## src/rtl/pacman_pkg.sv

```systemverilog
// Shared encodings for the Pacman move controller: FSM states, direction,
// position/score select, timer select and plot colour codes.
package pacman_pkg;

  localparam logic [3:0] IDLE  = 4'd0;
  localparam logic [3:0] INIT  = 4'd1;
  localparam logic [3:0] DRAW  = 4'd2;
  localparam logic [3:0] WAIT  = 4'd3;
  localparam logic [3:0] ERASE = 4'd4;
  localparam logic [3:0] MOVE  = 4'd5;
  localparam logic [3:0] CHECK = 4'd6;
  localparam logic [3:0] SCORE = 4'd7;
  localparam logic [3:0] LOSE  = 4'd8;
  localparam logic [3:0] WIN   = 4'd9;

  localparam logic [1:0] DIR_RIGHT = 2'd0;
  localparam logic [1:0] DIR_LEFT  = 2'd1;
  localparam logic [1:0] DIR_UP    = 2'd2;
  localparam logic [1:0] DIR_DOWN  = 2'd3;

  localparam logic [1:0] SEL_INIT = 2'd0;
  localparam logic [1:0] SEL_INC  = 2'd1;
  localparam logic [1:0] SEL_DEC  = 2'd2;

  localparam logic [1:0] TMR_CLEAR = 2'd0;
  localparam logic [1:0] TMR_COUNT = 2'd1;

  localparam logic [1:0] COL_BG  = 2'd0;
  localparam logic [1:0] COL_PAC = 2'd1;

endpackage

```

## src/rtl/pacman_move_ctrl_if.sv

```systemverilog
// Controller <-> datapath bundle: datapath status in, enable/select strobes out.
// master = controller side, slave = datapath side.
interface pacman_move_ctrl_if;

  logic       timer_done;
  logic       actuallyBadGhost;
  logic [3:0] score;
  logic [7:0] x_plot;
  logic [6:0] y_plot;

  logic       en_x_position;
  logic       en_y_position;
  logic [1:0] s_x_position;
  logic [1:0] s_y_position;
  logic       en_direction;
  logic [1:0] s_direction;
  logic       en_timer;
  logic [1:0] s_timer;
  logic       en_score;
  logic       s_score;
  logic [1:0] s_plot_color;
  logic       plot;

  modport master (
    input  timer_done, actuallyBadGhost, score, x_plot, y_plot,
    output en_x_position, en_y_position, s_x_position, s_y_position,
           en_direction, s_direction, en_timer, s_timer,
           en_score, s_score, s_plot_color, plot
  );

  modport slave (
    output timer_done, actuallyBadGhost, score, x_plot, y_plot,
    input  en_x_position, en_y_position, s_x_position, s_y_position,
           en_direction, s_direction, en_timer, s_timer,
           en_score, s_score, s_plot_color, plot
  );

endinterface

```

## src/rtl/pacman_move_ctrl.sv

```systemverilog
// Pacman game-loop FSM driving the datapath strobes. Define PACMAN_CTRL_PAUSE_EN
// to add a pause input that freezes the WAIT state and its frame timer.
module pacman_move_ctrl
  import pacman_pkg::*;
#(
  parameter logic [7:0] X_MIN     = 8'd5,
  parameter logic [7:0] X_MAX     = 8'd155,
  parameter logic [6:0] Y_MIN     = 7'd5,
  parameter logic [6:0] Y_MAX     = 7'd115,
  parameter logic [7:0] X_GOAL    = 8'd155,
  parameter logic [3:0] WIN_SCORE = 4'd9
) (
  input  logic                  clk,
  input  logic                  resetn,
  input  logic                  startGame,
  input  logic [1:0]            direction,
`ifdef PACMAN_CTRL_PAUSE_EN
  input  logic                  pause,
`endif
  pacman_move_ctrl_if.master    dp,
  output logic                  game_over,
  output logic                  game_won
);

  logic [3:0] state_q, state_d;
  logic [1:0] dir_q, dir_d;
  logic       paused;

`ifdef PACMAN_CTRL_PAUSE_EN
  assign paused = pause;
`else
  assign paused = 1'b0;
`endif

  // NOTE: every variable gets a default before the case so no path leaves it unassigned (no latch).
  always_comb begin
    state_d = state_q;
    dir_d   = dir_q;
    case (state_q)
      IDLE:  if (startGame) state_d = INIT;
      INIT:  state_d = DRAW;
      DRAW:  state_d = WAIT;
      WAIT:  if (!paused && dp.timer_done) state_d = ERASE;
      ERASE: begin
        dir_d   = direction;
        state_d = MOVE;
      end
      MOVE:  state_d = CHECK;
      CHECK: begin
        if (dp.actuallyBadGhost)       state_d = LOSE;
        else if (dp.score >= WIN_SCORE) state_d = WIN;
        else if (dp.x_plot == X_GOAL)   state_d = SCORE;
        else                            state_d = DRAW;
      end
      SCORE: state_d = DRAW;
      LOSE:  if (startGame) state_d = INIT;
      WIN:   if (startGame) state_d = INIT;
      default: state_d = IDLE;
    endcase
  end

  // NOTE: non-blocking assignments so every flop samples pre-edge values together.
  always_ff @(posedge clk or negedge resetn) begin
    if (!resetn) begin
      state_q <= IDLE;
      dir_q   <= DIR_RIGHT;
    end else begin
      state_q <= state_d;
      dir_q   <= dir_d;
    end
  end

  always_comb begin
    dp.en_x_position = 1'b0;
    dp.en_y_position = 1'b0;
    dp.s_x_position  = SEL_INIT;
    dp.s_y_position  = SEL_INIT;
    dp.en_direction  = 1'b0;
    dp.s_direction   = DIR_RIGHT;
    dp.en_timer      = 1'b0;
    dp.s_timer       = TMR_CLEAR;
    dp.en_score      = 1'b0;
    dp.s_score       = 1'b0;
    dp.s_plot_color  = COL_BG;
    dp.plot          = 1'b0;
    game_over        = 1'b0;
    game_won         = 1'b0;
    case (state_q)
      INIT: begin
        dp.en_x_position = 1'b1;
        dp.en_y_position = 1'b1;
        dp.en_score      = 1'b1;
        dp.en_timer      = 1'b1;
      end
      DRAW: begin
        dp.plot         = 1'b1;
        dp.s_plot_color = COL_PAC;
      end
      WAIT: begin
        dp.en_timer = !paused;
        dp.s_timer  = TMR_COUNT;
      end
      ERASE: begin
        dp.plot         = 1'b1;
        dp.en_timer     = 1'b1;
        dp.en_direction = 1'b1;
        dp.s_direction  = direction;
      end
      // Moves use the direction latched in ERASE; a move at a wall asserts nothing.
      MOVE: begin
        case (dir_q)
          DIR_RIGHT: if (dp.x_plot < X_MAX) begin
            dp.en_x_position = 1'b1;
            dp.s_x_position  = SEL_INC;
          end
          DIR_LEFT: if (dp.x_plot > X_MIN) begin
            dp.en_x_position = 1'b1;
            dp.s_x_position  = SEL_DEC;
          end
          DIR_UP: if (dp.y_plot > Y_MIN) begin
            dp.en_y_position = 1'b1;
            dp.s_y_position  = SEL_DEC;
          end
          default: if (dp.y_plot < Y_MAX) begin
            dp.en_y_position = 1'b1;
            dp.s_y_position  = SEL_INC;
          end
        endcase
      end
      SCORE: begin
        dp.en_score      = 1'b1;
        dp.s_score       = 1'b1;
        dp.en_x_position = 1'b1;
        dp.en_y_position = 1'b1;
      end
      LOSE: game_over = 1'b1;
      WIN:  game_won  = 1'b1;
      default: ;
    endcase
  end

endmodule

```

## src/flat_wrapper.sv

```systemverilog
// flat-port wrapper written by rule: the top's interface ports become plain ports
module pacman_move_ctrl_flat import pacman_pkg::*;
#(
  parameter logic [7:0] X_MIN     = 8'd5,
  parameter logic [7:0] X_MAX     = 8'd155,
  parameter logic [6:0] Y_MIN     = 7'd5,
  parameter logic [6:0] Y_MAX     = 7'd115,
  parameter logic [7:0] X_GOAL    = 8'd155,
  parameter logic [3:0] WIN_SCORE = 4'd9
)
  (clk, resetn, startGame, direction, game_over, game_won, dp_timer_done, dp_actuallyBadGhost, dp_score, dp_x_plot, dp_y_plot, dp_en_x_position, dp_en_y_position, dp_s_x_position, dp_s_y_position, dp_en_direction, dp_s_direction, dp_en_timer, dp_s_timer, dp_en_score, dp_s_score, dp_s_plot_color, dp_plot);
  pacman_move_ctrl_if dp_i ();
  input  logic clk;
  input  logic resetn;
  input  logic startGame;
  input  logic [1:0] direction;
  output logic game_over;
  output logic game_won;
  input wire logic [$bits(dp_i.timer_done)-1:0] dp_timer_done;
  input wire logic [$bits(dp_i.actuallyBadGhost)-1:0] dp_actuallyBadGhost;
  input wire logic [$bits(dp_i.score)-1:0] dp_score;
  input wire logic [$bits(dp_i.x_plot)-1:0] dp_x_plot;
  input wire logic [$bits(dp_i.y_plot)-1:0] dp_y_plot;
  output wire logic [$bits(dp_i.en_x_position)-1:0] dp_en_x_position;
  output wire logic [$bits(dp_i.en_y_position)-1:0] dp_en_y_position;
  output wire logic [$bits(dp_i.s_x_position)-1:0] dp_s_x_position;
  output wire logic [$bits(dp_i.s_y_position)-1:0] dp_s_y_position;
  output wire logic [$bits(dp_i.en_direction)-1:0] dp_en_direction;
  output wire logic [$bits(dp_i.s_direction)-1:0] dp_s_direction;
  output wire logic [$bits(dp_i.en_timer)-1:0] dp_en_timer;
  output wire logic [$bits(dp_i.s_timer)-1:0] dp_s_timer;
  output wire logic [$bits(dp_i.en_score)-1:0] dp_en_score;
  output wire logic [$bits(dp_i.s_score)-1:0] dp_s_score;
  output wire logic [$bits(dp_i.s_plot_color)-1:0] dp_s_plot_color;
  output wire logic [$bits(dp_i.plot)-1:0] dp_plot;
  assign dp_i.timer_done = dp_timer_done;
  assign dp_i.actuallyBadGhost = dp_actuallyBadGhost;
  assign dp_i.score = dp_score;
  assign dp_i.x_plot = dp_x_plot;
  assign dp_i.y_plot = dp_y_plot;
  assign dp_en_x_position = dp_i.en_x_position;
  assign dp_en_y_position = dp_i.en_y_position;
  assign dp_s_x_position = dp_i.s_x_position;
  assign dp_s_y_position = dp_i.s_y_position;
  assign dp_en_direction = dp_i.en_direction;
  assign dp_s_direction = dp_i.s_direction;
  assign dp_en_timer = dp_i.en_timer;
  assign dp_s_timer = dp_i.s_timer;
  assign dp_en_score = dp_i.en_score;
  assign dp_s_score = dp_i.s_score;
  assign dp_s_plot_color = dp_i.s_plot_color;
  assign dp_plot = dp_i.plot;
  pacman_move_ctrl #(.X_MIN(X_MIN), .X_MAX(X_MAX), .Y_MIN(Y_MIN), .Y_MAX(Y_MAX), .X_GOAL(X_GOAL), .WIN_SCORE(WIN_SCORE)) u_core (.clk(clk), .resetn(resetn), .startGame(startGame), .direction(direction), .dp(dp_i), .game_over(game_over), .game_won(game_won));
endmodule
```

## config.mk

```make
export PLATFORM = sky130hd
export DESIGN_NAME = pacman_move_ctrl_flat
export DESIGN_NICKNAME = d
export VERILOG_FILES = /design/src/rtl/pacman_pkg.sv /design/src/rtl/pacman_move_ctrl_if.sv /design/src/rtl/pacman_move_ctrl.sv /design/src/flat_wrapper.sv
export SDC_FILE = /design/constraint.sdc
export NUM_CORES = 1
export LEC_CHECK = 0
export ABC_AREA = 1
export CELL_PAD_IN_SITES_DETAIL_PLACEMENT = 1
export CELL_PAD_IN_SITES_GLOBAL_PLACEMENT = 2
export CORE_ASPECT_RATIO = 1.1
export CORE_UTILIZATION = 29
export CTS_CLUSTER_SIZE = 28
export DETAILED_ROUTE_END_ITERATION = 6
export DONT_BUFFER_PORTS = 1
export PLACE_DENSITY_LB_ADDON = 0.1
export SYNTH_ARGS = -nofsm -noshare
export SYNTH_HDL_FRONTEND = slang
export SYNTH_SLANG_ARGS = --single-unit
```

## constraint.sdc

```tcl
create_clock -name clk -period 1.99 [get_ports clk]
set_input_delay 0 -clock clk [delete_from_list [all_inputs] [get_ports clk]]
set_output_delay 0 -clock clk [all_outputs]
set_load 0.01 [all_outputs]
```

After elaboration in Yosys (flattened, before gate mapping)

Index checks and enable logic that the tools add are counted.

Flip-flop bits (word level): 6
Word-level logic and storage cells: 61

$lt $le $gt $ge: 5
Equal/unequal tests: 14
Multiplexer cells: 32
Reductions and logical operators: 8

Operator list:

| cell                 | count |
|---|---|
| $pmux W4 S7          | 1 |
| $eq A4 B3 Y1 const B | 4 |
| $mux W4              | 4 |
| $mux W1              | 15 |
| $mux W2              | 5 |
| $eq A4 B2 Y1 const B | 2 |
| $eq A4 B4 Y1 const B | 2 |
| $eq A8 B8 Y1 const B | 1 |
| $gt A8 B3 Y1 const B | 1 |
| $lt A8 B8 Y1 const B | 1 |
| $pmux W1 S2          | 4 |
| $pmux W2 S2          | 2 |
| $gt A7 B3 Y1 const B | 1 |
| $lt A7 B7 Y1 const B | 1 |
| $reduce_or A2 Y1     | 3 |
| $reduce_or A3 Y1     | 2 |
| $eq A4 B1 Y1 const B | 1 |
| $ge A4 B4 Y1 const B | 1 |
| $logic_not A4 Y1     | 1 |
| $mux W3              | 1 |
| $eq A2 B1 Y1 const B | 1 |
| $eq A2 B2 Y1 const B | 1 |
| $logic_not A2 Y1     | 1 |
| $ne A2 B1 Y1 const B | 1 |
| other kinds (2)      | 2 |

Longest topological paths before layout

Gate-level depths: netlist of run 1.

Depth in word-level cells: 5
Mapped depth: 9

Worst setup path after synthesis of run 1

Ideal clock, no wire load.

Path kind: flip-flop to flip-flop
Start: register u_core.state_q[2]
End: register u_core.state_q[0]
Library setup time: 0.116 ns
Arrival: 1.059 ns
Data required time: 1.874 ns
Slack: 0.814 ns
Cell stages (with the launch flop): 9
Path buffers: 0
Period minus slack after synthesis: 1.176 ns
Cells stage by stage: dfrtp_1 > nor2_2 > nand3_2 > inv_1 > nand2_1 > nand2_2 > inv_1 > nand2_1 > nand2_1

Word-level cells in the longest chain between the ends: 4

Ends and longest elaborated chain:

| element                                          | RTL line               | text |
|---|---|---|
| from (decl)                                      | pacman_move_ctrl.sv:25 | `logic [3:0] state_q, state_d;` |
| from (signal assigned)                           | pacman_move_ctrl.sv:68 | `state_q <= state_d;` |
| $eq A4 B4 Y1 or $logic_not A4 Y1 (tied branches) | pacman_move_ctrl.sv:39 | `case (state_q)` |
| $reduce_or A3 Y1 (no source line)                | -                      |  |
| $ne A2 B1 Y1 (no source line)                    | -                      |  |
| $reduce_and A2 Y1 (no source line)               | -                      |  |

Several ways; a longest one is shown, not always the timed one.
A chain may end at the register's enable or synchronous reset.

Worst setup path in the final report of run 1

Start: register u_core.state_q[1]
End: output port dp_en_x_position

Word-level cells in the longest chain between the ends: 3

Ends and longest elaborated chain:

| element                                      | RTL line               | text |
|---|---|---|
| $eq A4 B1 Y1 or $eq A4 B3 Y1 (tied branches) | pacman_move_ctrl.sv:88 | `case (state_q)` |
| $reduce_or A2 Y1 (no source line)            | -                      |  |
| $pmux W1 S2 *                                | pacman_move_ctrl.sv:88 |  |
| to (decl)                                    | flat_wrapper.sv:24     | `output wire logic [$bits(dp_i.en_x_position)-1:0] dp_en_x_position;` |

Every way passes the cells marked *; elsewhere a longest branch is shown, timed or not.

==> implementation parameters, run 1 <==
Parameter                              Value

Worst hold path
  Launch point of the worst hold path    dp_timer_done
  Number of cells on the worst hold path    3
  Hold-critical path endpoint    u_core.state_q[1]
  Hold Crit Class    primary input to flop

Synth
  Sequential share of the synthesized area    22.7%
  Number of synthesized register bits    6
  Distinct cell type count of the synthesized netlist    21
  Count of yosys warnings during synthesis    0
  Cells after Synth    115
  Mean post-synth cell area    5.74 um2
  Cell area after technology mapping    661 um2

Clocking
  TritonCTS clock tree    yes
  CTS max path bufs    2
  Root Buffer    sky130_fd_sc_hd__clkbuf_4
  Clock sink count    6
  Total clock buffers created by CTS    3
  Worst-skew pair later-pin latency    0.24 ns
  Max H-tree Level    1
  Worst-path clk slew    0.04 ns

Power and ir drop
  Power per Cell Area    1180 mW/mm2
  Leak pwr    0.411 nW
  Final Total Pwr    0.878 mW
  Highest ir drop seen on vdd    0.413 mV

Route
  Number of search-and-repair iterations in the first detailed-routing pass    2
  Number of remaining DRC errors    0
  Initial DRC count    3
  ANT nets after route    0
  Detailed Route WL    1.67 mm
  Via density    4.82
  Vias after detailed routing    713
  Wire length per cell    11.3 um

Worst setup path
  Critical path's slowest cell    sky130_fd_sc_hd__dfrtp_1
  Startpoint type of the worst setup path    flop
  Worst path arrival time    1.57 ns
  Critical register-to-register path startpoint    u_core.state_q[3]
  Register-to-Register Setup Slack    0.68 ns
  Classification of the worst setup path    flop to primary output
  Largest driver fanout on the critical path    7
  Largest stage delay, worst path    0.47 ns
  Register-to-Register Path Depth    8
  Required time of the worst setup path    1.99 ns
  Crit. End Element    primary output
  Reg2reg end    u_core.state_q[0]
  Stages on the worst setup path    7
  Number of buffers and inverters on the critical path    1
  Series of cell instances along the critical path    inv_1 -> nand2_1 -> nor2_4 -> nand3_2 -> nor2_2 -> nor2_1 -> o21ai_1
  Top Family by Delay on Critical Path    simple AND/OR/NAND/NOR gates

Timing
  Count of endpoints failing setup in the final report    0
  Final Slew Violations    0
  Final worst path period share    79.1%
  Setup_tns    0 ns
  Final hold violations    0
  Clock Skew    0.00253 ns
  RSZ-0062 raised after global routing    no
  Final worst-path setup slack    0.416 ns
  Highest clock rate    0.635 GHz
  Minimum period implied by the final worst setup slack    1.57 ns

Status
  Result of the run    complete, no violations

Floorplanning
  Die ar.    0.00247 mm2
  Top-level I/O count    45
  Vertical die dimension    52.1 um
  X dimension of the die    47.5 um
  Effective utilization at floorplan    31.7%
  Core area    0.00208 mm2
  Number of placement rows    17

Placed design
  Number of placed instances with taps included    141
  Buffers added on ports    0
  Post-detail-place hpwl    1.51 mm
  Worst slack after detailed placement    0.650 ns
  Routability congestion estimate from global placement    0.747
  Total placed instance area    679 um2

Job
  Max-cap violations    0

Layout
  Highest-count cells in the layout ignoring fill and taps    sky130_fd_sc_hd__nand2_1 (30), sky130_fd_sc_hd__nor2_1 (19), sky130_fd_sc_hd__inv_1 (18)
  Leading cell type in the layout, fill and taps excluded    sky130_fd_sc_hd__nand2_1
  Final design instance area without fill    742 um2
  Layout Nets    148
  Antenna fix cells    0
  Synth-to-layout area growth    12.3%
  Count of placed standard cells in the final layout, fillers left out    148
  Share of cells above drive strength 1    15.8%

GRT
  Wire length of the first global-routing pass    2.70 mm
  Residual overflow from global routing    0
  Number of antenna violations at the first check in global routing    0
  Vias in the first global route    692
  GRT Overall Usage    15.1%
  Largest net degree at the start of global routing    9
## state kept, by name (all words and copies together) (netlist names)
signal	cells
u_core.state_q	4
u_core.dir_q	2
## final cells by class
type | instances | area, um2
Clock buffer | 3 | 22.5
Fill cell | 296 | 1340
Inverter | 20 | 75.1
Tap cell | 28 | 35.0
Multi-Input combinational cell | 87 | 419
Sequential cell | 6 | 150
Timing Repair Buffer | 4 | 40.0
## synth_stat cells, drive strengths merged
library cell / instances / area (um2)
inv: 20 / 75.1
dfrtp: 6 / 150
o21ai: 4 / 23.8
a21oi: 5 / 25.0
buf: 3 / 20.0
nand3: 11 / 70.1
a21o: 1 / 7.51
nand2: 34 / 138
nand4: 1 / 6.26
nor2: 25 / 119
conb: 1 / 3.75
o21bai: 1 / 7.51
nor3: 3 / 15.0
## timing repair
action,4_1_cts,5_1_grt
hold endpoints to repair,10,0
setup buffers,0,0
hold buffers,4,0
resized for setup,0,0
## power breakdown
group	internal, mW	total [mW]	switching, mW
combinational	0.154	0.503	0.348
clock	0.0679	0.108	0.0398
sequential	0.177	0.267	0.0902
## layer usage
| layer | GRT usage, % | vias up | part of all wire (%) |
|---|---|---|---|
| met5 | 0 | - | 0 |
| met4 | 4.29 | 0 | 0.60 |
| met3 | 2.78 | 2 | 6.0 |
| met2 | 26.7 | 24 | 49 |
| met1 | 17.8 | 324 | 45 |
| li1 | - | 363 | - |
## stage by stage
stage               hold slack, ns  utilization (%)
floorplan                   -0.296                -
global placement            -0.295             32.6
detailed placement          -0.295             32.6
CTS                         0.0123             35.6
global route                0.0307             35.6
finish                     0.00675             35.6
## worst max path at each step
stage,from,to,slack [ns]
after floorplan,u_core.state_q[2],u_core.state_q[0],0.81
after global placement,u_core.state_q[1],dp_en_x_position,0.68
after detailed placement,u_core.state_q[1],dp_en_x_position,0.65
after CTS,u_core.state_q[1],dp_en_x_position,0.39
after global routing,u_core.state_q[1],dp_en_x_position,0.26
final,u_core.state_q[1],dp_en_x_position,0.42
## worst reg2reg max path, cell delays in order (launching register included)
cell,delay [ns]
sky130_fd_sc_hd__dfrtp_1,0.44
sky130_fd_sc_hd__nor2_2,0.16
sky130_fd_sc_hd__nand3_2,0.11
sky130_fd_sc_hd__inv_1,0.14
sky130_fd_sc_hd__nand2_1,0.10
sky130_fd_sc_hd__nand2_2,0.10
sky130_fd_sc_hd__inv_1,0.04
sky130_fd_sc_hd__nand2_1,0.06
sky130_fd_sc_hd__nand2_1,0.04
## cells by family after synthesis
family | synth area share [%]
flops | 22.7
buf+inv | 14.4
compound gates | 9.66
simple gates | 52.7
other cells | 0.568
No activity file was read; power rests on OpenSTA's default activity.
==> inputs of run 2 (changes only) <==
--- a/config.mk
+++ b/config.mk
@@ -5,11 +5,11 @@
 export SDC_FILE = /design/constraint.sdc
 export NUM_CORES = 1
 export LEC_CHECK = 0
-export ABC_AREA = 1
+export ABC_AREA = 0
 export CELL_PAD_IN_SITES_DETAIL_PLACEMENT = 1
 export CELL_PAD_IN_SITES_GLOBAL_PLACEMENT = 2
 export CORE_ASPECT_RATIO = 1.1
-export CORE_UTILIZATION = 29
+export CORE_UTILIZATION = 25
 export CTS_CLUSTER_SIZE = 28
 export DETAILED_ROUTE_END_ITERATION = 6
 export DONT_BUFFER_PORTS = 1
==> constraint.sdc (replaced) <==
create_clock -name clk -period 1.4 [get_ports clk]
set_input_delay 0 -clock clk [delete_from_list [all_inputs] [get_ports clk]]
set_output_delay 0 -clock clk [all_outputs]
set_load 0.01 [all_outputs]
==> implementation parameters, run 2 <==
Parameter                              Value

Status
  Result of the run    finished with violations
  Failing checks    negative setup slack

GRT
  Wire length of the first global-routing pass    2.95 mm (+9.5%)
  GRT Overall Usage    14.8% (-0.31 points)
  Number of antenna violations at the first check in global routing    0 (unchanged)
  Vias in the first global route    671 (-3.0%)
  Residual overflow from global routing    0 (unchanged)
  Largest net degree at the start of global routing    11 (+2)

Layout
  Antenna fix cells    0 (unchanged)
  Share of cells above drive strength 1    46.5% (+31 points)
  Flip-flop count of the largest register after layout    4 (unchanged)
  Largest Register    u_core.state_q
  Highest-count cells in the layout ignoring fill and taps    sky130_fd_sc_hd__buf_4 (14), sky130_fd_sc_hd__nand2_1 (6), sky130_fd_sc_hd__nor2_1 (6), sky130_fd_sc_hd__dfrtp_1 (6), sky130_fd_sc_hd__buf_6 (5)
  Leading cell type in the layout, fill and taps excluded    sky130_fd_sc_hd__buf_4
  Final cell utilization of the core    41.9% (+6.4 points)
  Count of placed standard cells in the final layout, fillers left out    131 (-11%)
  Synth-to-layout area growth    59.3%
  Layout Nets    129 (-13%)
  Leading registers by flop count    u_core.state_q: 4 flops, u_core.dir_q: 2 flops

Worst setup path
  Largest driver fanout on the critical path    3 (-4)
  Number of buffers and inverters on the critical path    0 (-1)
  Classification of the worst setup path    flop to primary output
  Critical register-to-register path startpoint    u_core.state_q[3]
  Top Family by Delay on Critical Path    simple AND/OR/NAND/NOR gates
  Startpoint type of the worst setup path    flop
  Largest stage delay, worst path    0.41 ns (-0.06 ns)
  Worst path arrival time    1.51 ns (-0.06 ns)
  Required time of the worst setup path    1.40 ns (-0.59 ns)
  Startpoint of the worst setup timing path    u_core.state_q[2]
  Crit. End Element    primary output
  Critical path's slowest cell    sky130_fd_sc_hd__dfrtp_1
  Series of cell instances along the critical path    and4bb_1 -> nor2b_4 -> o2111a_1 -> or3_4

Clocking
  Max H-tree Level    1 (unchanged)
  Worst-path clk slew    0.05 ns (about the same)
  Total clock buffers created by CTS    3 (unchanged)
  Worst-skew pair later-pin latency    0.24 ns (about the same)
  CTS max path bufs    2 (unchanged)
  Root Buffer    sky130_fd_sc_hd__clkbuf_4
  TritonCTS clock tree    yes
  Clock sink count    6 (unchanged)

Synth
  Count of yosys warnings during synthesis    0 (unchanged)
  Mux contribution to synthesized area    1.69% (+1.7 points)
  Cell types occupying the most area after synthesis    sky130_fd_sc_hd__dfrtp_1 (25%), sky130_fd_sc_hd__nor3_1 (5.1%), sky130_fd_sc_hd__nor2_1 (4.4%), sky130_fd_sc_hd__buf_4 (3.8%), sky130_fd_sc_hd__nand2_1 (3.8%)
  Fraction of the mapped netlist area in compound gates    20.3% (+11 points)
  Top_reg_cell synth    sky130_fd_sc_hd__dfrtp_1
  Post-synth EDFFs    0 (unchanged)
  Sequential share of the synthesized area    25.3% (+2.6 points)
  Number of synthesized register bits    6 (unchanged)
  Cell area after technology mapping    593 um2 (-10%)
  Largest family of logic cells by synthesized area    simple AND/OR/NAND/NOR gates
  Async set or reset register ratio after synthesis    100% (unchanged)
  Adder-cell share of the synthesized area    0% (unchanged)
  Xor and xnor fraction of the mapped netlist area    1.48% (+1.5 points)
  Mean post-synth cell area    7.41 um2 (+29%)
  Distinct cell type count of the synthesized netlist    35 (+67%)
  Leading cell type by number of instances after synthesis    sky130_fd_sc_hd__nor2_1
  Cell type contributing the most total cell area after synthesis    sky130_fd_sc_hd__dfrtp_1
  Fraction of the mapped netlist area in simple logic gates    40.3% (-12 points)
  Share of Yosys cell area claimed by the top area cell type    25.3% (+2.6 points)
  Cells after Synth    80 (-30%)
  Leading cell types by count after synthesis    sky130_fd_sc_hd__nor2_1 (7), sky130_fd_sc_hd__dfrtp_1 (6), sky130_fd_sc_hd__nand2_1 (6), sky130_fd_sc_hd__nor3_1 (6), sky130_fd_sc_hd__inv_1 (5)

Placed design
  Number of placed instances with taps included    116 (-18%)
  Post-detail-place hpwl    1.38 mm (-8.1%)
  Routability congestion estimate from global placement    0.771 (+3.2%)
  Buffers added on ports    0 (unchanged)
  Worst slack after detailed placement    0.0121 ns (-0.638 ns)

Route
  Initial DRC count    5 (+2)
  Wire length per cell    15.4 um (+36%)
  ANT nets after route    0 (unchanged)
  Detailed Route WL    2.01 mm (+21%)
  Vias after detailed routing    680 (-4.6%)
  Number of remaining DRC errors    0 (unchanged)
  Number of search-and-repair iterations in the first detailed-routing pass    2 (unchanged)
  Via density    5.19 (+7.7%)

Power and ir drop
  Highest ir drop seen on vdd    0.885 mV (+110%)
  Power per Cell Area    1900 mW/mm2 (+61%)
  Leak pwr    0.406 nW (-1.4%)

Timing
  Final worst path period share    108%
  Count of endpoints failing setup in the final report    3 (+3)
  Final Slew Violations    0 (unchanged)
  Highest clock rate    0.661 GHz
  Clock Skew    0.00196 ns (-0.000568 ns)
  RSZ-0062 raised after global routing    yes
  Minimum period implied by the final worst setup slack    1.51 ns
  Final hold violations    0 (unchanged)
  Setup_tns    -0.203 ns (-0.203 ns)
  Final worst-path setup slack    -0.113 ns (-0.529 ns)
  Final-layout worst hold slack    0.0321 ns (+0.0254 ns)

Floorplanning
  X dimension of the die    48.4 um (+2.0%)
  Number of placement rows    18 (+1)
  Effective utilization at floorplan    26.3% (-5.4 points)
  Vertical die dimension    53.1 um (+2.0%)
  Die ar.    0.00257 mm2 (+4.0%)
  Top-level I/O count    45 (unchanged)
  Core area    0.00225 mm2 (+8.0%)

Worst hold path
  Launch point of the worst hold path    direction[1]
  Hold Crit Class    primary input to flop

Job
  Max-cap violations    0 (unchanged)
## run 2: cell count changes in the layout (fill, tap and decap cells not counted), moves of 4 or more
cell	before	now
sky130_fd_sc_hd__nand2_1	30	6
sky130_fd_sc_hd__inv_1	18	2
sky130_fd_sc_hd__buf_4	0	14
sky130_fd_sc_hd__nor2_1	19	6
sky130_fd_sc_hd__nand3_1	8	2
sky130_fd_sc_hd__buf_6	0	5
sky130_fd_sc_hd__nand2_2	4	0
## run 2: layout make-up
| class | count | area, um2 |
|---|---|---|
| inverter | 5 | 18.8 |
| sequential | 6 | 150 |
| fill | 274 | 1310 |
| clock buffer | 3 | 22.5 |
| multi-input combinational | 63 | 494 |
| timing repair buffer | 24 | 221 |
| tap | 30 | 37.5 |
## run 2: path summary, 6_finish.rpt
check | depth (start not counted) | slack [ns] | endpoint
setup / recovery | 4 | -0.11 | dp_en_x_position
hold / removal | 2 | 0.03 | u_core.dir_q[1]
setup reg to reg | 5 | 0.01 | u_core.state_q[2]
hold reg to reg | 1 | 0.56 | u_core.dir_q[1]
max in group asynchronous | 1 | 1.08 | u_core.state_q[3]
min in group asynchronous | 1 | 0.08 | u_core.dir_q[1]
## run 2: worst reg2reg max path: cells and delay by family (launching register included)
kind,cells,cell delay (ns)
AO/OA/AOI/OAI,1,0.14
AND/OR/NAND/NOR,2,0.49
buffers and inverters,2,0.30
flip-flops,1,0.37
## run 2: metal layers
layer,GRT usage [%],vias to the layer above,routed length [um]
met5,0,-,0
met4,0,0,0
met3,4.60,0,89
met2,28.2,22,1080
met1,17.4,326,843
li1,-,332,-
## run 2: metrics by stage
stage	cell area, um2	total power [mW]
floorplan	597	0.957
global placement	694	1.21
detailed placement	694	1.21
CTS	842	1.59
global route	945	1.92
finish	945	1.80
## run 2: cells by family after synthesis
logic type,Yosys count
simple gates,42
compound gates,17
buf+inv,12
flops,6
xor+xnor,1
mux,1
other cells,1
## run 2: where the power goes
part           leakage, nW  switching (mW)  internal, mW
logic                0.317           0.657         0.646
registers           0.0748          0.0783         0.254
clock network       0.0138          0.0656        0.0972
total                0.406           0.800         0.998
## run 2: timing repair
action,in CTS,in global routing
hold buffers,4,0
pin swaps,3,7
setup buffers,5,3
setup endpoints to repair,11,12
resized for setup,13,16
hold endpoints to repair,8,0
